--- src/rtl/prio_encode_pkg.sv ---
// =============================================================================
// prio_encode_pkg : shared types and reset values for prio_encode_stage
// Revision        : 1.0
// =============================================================================
`default_nettype none

package prio_encode_pkg;

  // Widest code that any legal REQ_W (at most 16) can produce.
  localparam int MAX_CODE_W = 4;
  localparam int MIN_REQ_W  = 2;
  localparam int MAX_REQ_W  = 16;

  // Queue occupancy doubles as the FSM state.
  typedef enum logic [1:0] {
    EMPTY = 2'd0,
    ONE   = 2'd1,
    TWO   = 2'd2
  } occ_e;

  typedef struct packed {
    logic [MAX_CODE_W-1:0] code;
    logic                  none;
  } entry_t;

  localparam occ_e   RST_STATE = EMPTY;
  localparam entry_t RST_ENTRY = '{code: '0, none: 1'b0};

endpackage : prio_encode_pkg

`default_nettype wire

--- src/rtl/lsb_prio_enc.sv ---
// =============================================================================
// lsb_prio_enc : combinational lowest-index-wins priority encoder
// Revision     : 1.0
// =============================================================================
`default_nettype none

module lsb_prio_enc #(
  parameter int REQ_W  = 4,
  parameter int CODE_W = $clog2(REQ_W)
) (
  input  logic [REQ_W-1:0]  req_i,
  output logic [CODE_W-1:0] code_o,
  output logic              none_o
);

  // Scan from the top so that the lowest set bit is the last one written.
  always_comb begin
    code_o = '0;
    none_o = 1'b1;
    for (int i = REQ_W - 1; i >= 0; i--) begin
      if (req_i[i]) begin
        code_o = CODE_W'(i);
        none_o = 1'b0;
      end
    end
  end

endmodule : lsb_prio_enc

`default_nettype wire

--- src/rtl/prio_encode_stage.sv ---
// =============================================================================
// prio_encode_stage : registered priority encoder with 2-entry output queue
// Revision          : 1.0
// =============================================================================
`default_nettype none

module prio_encode_stage
  import prio_encode_pkg::*;
#(
  parameter int REQ_W  = 4,
  parameter int CODE_W = $clog2(REQ_W),
  parameter int CNT_W  = 8
) (
  input  logic              clk,
  input  logic              rst_n,
  input  logic              in_valid,
  output logic              in_ready,
  input  logic [REQ_W-1:0]  in_req,
  output logic              out_valid,
  input  logic              out_ready,
  output logic [CODE_W-1:0] out_code,
  output logic              out_none,
  output logic [CNT_W-1:0]  enc_cnt,
  output logic [CNT_W-1:0]  none_cnt
);

  generate
    if ((REQ_W < MIN_REQ_W) || (REQ_W > MAX_REQ_W)) begin : g_bad_req_w
      $error("prio_encode_stage: REQ_W out of range");
    end
  endgenerate

  occ_e             state_q, state_d;
  entry_t           head_q, head_d;
  entry_t           tail_q, tail_d;
  logic [CNT_W-1:0] enc_cnt_q, enc_cnt_d;
  logic [CNT_W-1:0] none_cnt_q, none_cnt_d;

  logic [CODE_W-1:0] enc_code;
  logic              enc_none;
  entry_t            new_entry;
  logic              push;
  logic              pop;

  lsb_prio_enc #(
    .REQ_W  (REQ_W),
    .CODE_W (CODE_W)
  ) u_enc (
    .req_i  (in_req),
    .code_o (enc_code),
    .none_o (enc_none)
  );

  assign new_entry.code = MAX_CODE_W'(enc_code);
  assign new_entry.none = enc_none;

  assign in_ready  = (state_q != TWO);
  assign out_valid = (state_q != EMPTY);
  assign push      = in_valid && in_ready;
  assign pop       = out_valid && out_ready;

  assign out_code  = head_q.code[CODE_W-1:0];
  assign out_none  = head_q.none;
  assign enc_cnt   = enc_cnt_q;
  assign none_cnt  = none_cnt_q;

  generate
    if (CODE_W < MAX_CODE_W) begin : g_code_pad
      logic unused_code_pad;
      assign unused_code_pad = &{1'b0, head_q.code[MAX_CODE_W-1:CODE_W]};
    end
  endgenerate

  always_comb begin
    state_d    = state_q;
    head_d     = head_q;
    tail_d     = tail_q;
    enc_cnt_d  = enc_cnt_q;
    none_cnt_d = none_cnt_q;

    case (state_q)
      EMPTY: begin
        if (push) begin
          head_d  = new_entry;
          state_d = ONE;
        end
      end
      ONE: begin
        if (push && pop) begin
          head_d = new_entry;
        end else if (push) begin
          tail_d  = new_entry;
          state_d = TWO;
        end else if (pop) begin
          state_d = EMPTY;
        end
      end
      TWO: begin
        if (pop) begin
          head_d  = tail_q;
          state_d = ONE;
        end
      end
      default: begin
        state_d = EMPTY;
      end
    endcase

    // Counters saturate at all-ones rather than wrapping.
    if (push) begin
      if (!enc_none) begin
        if (enc_cnt_q != {CNT_W{1'b1}}) begin
          enc_cnt_d = enc_cnt_q + 1'b1;
        end
      end else begin
        if (none_cnt_q != {CNT_W{1'b1}}) begin
          none_cnt_d = none_cnt_q + 1'b1;
        end
      end
    end
  end

  always_ff @(posedge clk or negedge rst_n) begin
    if (!rst_n) begin
      state_q    <= RST_STATE;
      head_q     <= RST_ENTRY;
      tail_q     <= RST_ENTRY;
      enc_cnt_q  <= '0;
      none_cnt_q <= '0;
    end else begin
      state_q    <= state_d;
      head_q     <= head_d;
      tail_q     <= tail_d;
      enc_cnt_q  <= enc_cnt_d;
      none_cnt_q <= none_cnt_d;
    end
  end

endmodule : prio_encode_stage

`default_nettype wire

--- config.mk ---
export PLATFORM = sky130hd
export DESIGN_NAME = prio_encode_stage
export DESIGN_NICKNAME = d
export VERILOG_FILES = /design/src/rtl/prio_encode_pkg.sv /design/src/rtl/lsb_prio_enc.sv /design/src/rtl/prio_encode_stage.sv
export SDC_FILE = /design/constraint.sdc
export NUM_CORES = 1
export LEC_CHECK = 0
export BUFFER_PORTS_ARGS = -buffer_cell sky130_fd_sc_hd__buf_2
export CORE_UTILIZATION = 40
export DETAILED_ROUTE_END_ITERATION = 6
export GPL_TIMING_DRIVEN = 1
export PLACE_DENSITY = 0.74
export SYNTH_ARGS = -nofsm -noshare
export SYNTH_HDL_FRONTEND = slang
export SYNTH_HIERARCHICAL = 1
export SYNTH_SLANG_ARGS = --single-unit
--- constraint.sdc ---
create_clock -name clk -period 1.3 [get_ports clk]
set_input_delay 0.26 -clock clk [delete_from_list [all_inputs] [get_ports clk]]
set_output_delay 0.26 -clock clk [all_outputs]
set_load 0.02 [all_outputs]
==> metrics.md <==
| Metric | Value |
|---|---|
| Worst Hold Launch | `out_ready` |
| Net switching power | `1.18 mW` |
| Routed WL | `3240 um` |
| GRT Residual Overflow | `0` |
| Share of cells above drive strength 1 | `0.645` |
| Final instance area | `2190 um2` |
| Critical Path Max Stage Delay | `0.41 ns` |
| Worst hold path depth | `2` |
| Req. time, crit path | `1.04 ns` |
| Top post-synthesis cells by area | `dfrtp_1 (46%), mux2_2 (6.9%), mux2_4 (4.6%), xor2_1 (3.3%), nand4_4 (3.2%)` |
| Ports | `29` |
| Aggregate global-route resource usage | `0.190` |
| IO buf count | `28` |
| Lkg Pwr | `1.01 nW` |
| DR vias | `1140` |
| Int Power | `2.16 mW` |
| Hold violation total from the final report | `0` |
| WHS | `0.144 ns` |
| Yosys warnings | `6` |
| Chip Height | `59.2 um` |
| Most common cell in the netlist | `dfrtp_1` |
| Power share of the sequential group | `0.334` |
| Flop-to-flop setup slack | `-0.18 ns` |
| FP Rows | `20` |
| CP max-delay cell | `dfrtp_1` |
| Worst slew pin tran | `0.525 ns` |
| Max Fclk | `656 MHz` |
| Clk slew on worst S/H paths | `0.13 ns` |
| Yosys top cell area share | `0.458` |
| Num CTS Buffers | `3` |
| Final Worst Setup Slack | `-0.225 ns` |
| Clock skew | `0.0104 ns` |
| Switching Share | `0.352` |
| DRC viols | `0` |
| Die width | `59.2 um` |
| Avg WL per Cell | `14.1 um` |
| CTS Buffer Depth | `2` |
| R2R depth | `5` |
| Rel. slew slack | `0.650` |
| Placed Area | `1780 um2` |
| First-pass GRT wire length | `4970 um` |
| Total power per unit cell area | `1530 nW/um2` |
| GP Congestion | `0.805` |
| Count of different cell masters after synthesis | `38` |
| CTS H-tree lvls | `1` |
| Cell mode on critical path | `buf_6` |
| Crit path from | `state_q[0]` |
| # nets final | `197` |
| Cell Area, Synth | `1310 um2` |
| Inserted Diodes | `0` |
| Status | `finished with violations` |
| Final Slew Violations | `0` |
| EDFF count, synth | `0` |
| Asr flop ratio synth | `1.00` |
| Reg2reg end | `out_none` |
| Dpl hpwl | `2170 um` |
| Post-layout util | `0.710` |
| Cell taking the most area after synthesis | `dfrtp_1` |
| Initial Util | `0.426` |
| Place WS | `-0.280 ns` |
| Worst-Skew Late Latency | `0.32 ns` |
| Comb power frac | `0.502` |
| Hold EP | `state_q[1]` |
| Vias in the first global route | `1152` |
| Crit Path Max Fanout | `5` |
| TritonCTS sink count | `24` |
| Core ar. | `3080 um2` |
| RSZ-0062 raised after global routing | `yes` |
| Final ANT Viol Nets | `0` |
| Sequential element share of the synthesized area | `0.458` |
| CTS tree | `yes` |
| Critical Path, Cell by Cell | `buf_4 -> nand2b_4 -> buf_6 -> buf_6` |
| Critical path class | `reg -> out` |
| Clock Power Share | `0.164` |
| Top_reg_cell synth | `dfrtp_1` |
| Top Family by Delay on Critical Path | `flip-flops` |
| Critical path buffers and inverters | `3` |
| Worst path arrival time | `1.26 ns` |
| Drt via density | `4.96` |
| Final period util | `1.17` |
| Die Area | `3510 um2` |
| Synth Instances | `111` |
| Area Overhead vs Synth | `66.9%` |
| Peak VDD IR | `1.21 mV` |
| Antenna violations before repair | `0` |
| Violated checks | `negative setup slack` |
| Final setup viols | `22` |
| Number of synthesized register bits | `24` |
| R2r startpoint | `state_q[0]` |
| CP Capture Type | `primary output` |
| DRT Pass-1 Iters | `4` |
| HP Class | `in -> reg` |
| Syn nets | `121` |
| CTS root buf | `clkbuf_4` |
| Mapped Avg Cell Area | `11.8 um2` |
| DR iter-0 viols | `24` |
| Most frequent cells after synthesis | `dfrtp_1 (24), a21oi_1 (8), mux2_2 (8)` |
| Max_cap viols | `0` |
| Fin crit period | `1.52 ns` |
| Pin count of the biggest net entering global routing | `25` |
| Critical Path Start Type | `flip-flop` |
-- worst register-to-register path, delay by kind of cell (launching register included) --
kind                   cells  cell delay, ns
buffers and inverters      2            0.28
DFF                        1            0.41
muxes                      2            0.55
and+or+nand+nor            1            0.16
-- per-layer routing --
layer  up-vias  global-route usage  wire length [um]
met1       551               0.214              1360
met5         -                   0                 0
met4         0              0.0340                34
met2        30               0.358              1740
met3         6              0.0480               111
li1        553                   -                 -
-- sequential cells by signal (all words and copies together) (netlist names) --
signal,flops
enc_cnt,8
none_cnt,8
tail_q,3
out_code,2
state_q,2
out_none,1
-- layout by cell type, fill, tap and decap left out, types with 2 or more instances in the layout --
cell type,instances
ha_2,2
and2_1,2
nor3_4,3
nand3_1,3
xnor2_1,2
nand4_4,2
clkbuf_4,3
dfrtp_2,2
buf_4,24
a21oi_1,6
nand2b_1,2
a21oi_2,2
and4_4,2
mux2_4,13
nor2_4,2
nor2_1,2
mux2i_1,2
buf_2,14
inv_1,4
dfrtp_1,22
nand3_2,2
xor2_1,5
nand2_1,7
buf_6,32
nor3_2,2
-- logic make-up (layout without fill, tap and decap cells) --
| family | count (synthesis) | in the layout | share of synthesized area |
|---|---|---|---|
| DFF | 24 | 24 | 0.458 |
| xor gates and xnor gates | 7 | 7 | 0.0468 |
| adders and majority gates | 2 | 2 | 0.0191 |
| and+or+nand+nor | 44 | 44 | 0.244 |
| muxes | 15 | 15 | 0.138 |
| AOI/OAI and AO/OA | 14 | 14 | 0.0736 |
| buffers and inverters | 5 | 80 | 0.0201 |
-- what timing repair did --
action	CTS	global route
hold buffers	1	0
setup buffers	8	6
pin swaps	3	5
endpoints found under the hold margin	24	0
endpoints found under the setup margin	17	36
resized for setup	28	37
-- metrics by stage --
stage               TNS, ns  total power, mW  std cells
finish                -1.88             3.34        230
global route          -3.16             3.53        230
CTS                   -2.02             3.10        224
detailed placement    -3.39             2.39        211
global placement      -3.07             2.34        211
floorplan             -1.67             1.86        111
-- worst max-delay path by stage --
stage | endpoint | slack [ns] | depth (start not counted)
4_1_cts | in_ready | -0.23 | 4
6_report | in_ready | -0.22 | 4
5_1_grt | in_ready | -0.27 | 4
3_3_place_gp | enc_cnt[1] | -0.26 | 5
3_5_place_dp | none_cnt[7] | -0.28 | 6
2_1_floorplan | none_cnt[1] | -0.25 | 4
-- area by class of cell --
type	instances	area, um2
clock buffers	3	22.5
clock inverters	1	30.0
fillers	237	892
inverters	4	15.0
multi-input cells	82	820
flip-flops and latches	24	603
well taps	44	55.1
repair buffers	72	641
-- power by group through the flow --
stage | registers, mW | logic, mW | clock network, mW
6_report | 1.11 | 1.68 | 0.547
3_5_place_dp | 1.11 | 1.28 | 0
5_1_grt | 1.14 | 1.79 | 0.601
2_1_floorplan | 1.35 | 0.513 | 0
4_1_cts | 1.09 | 1.45 | 0.556
3_3_place_gp | 1.09 | 1.25 | 0
Note: power is estimated with default switching activity, not from simulation.
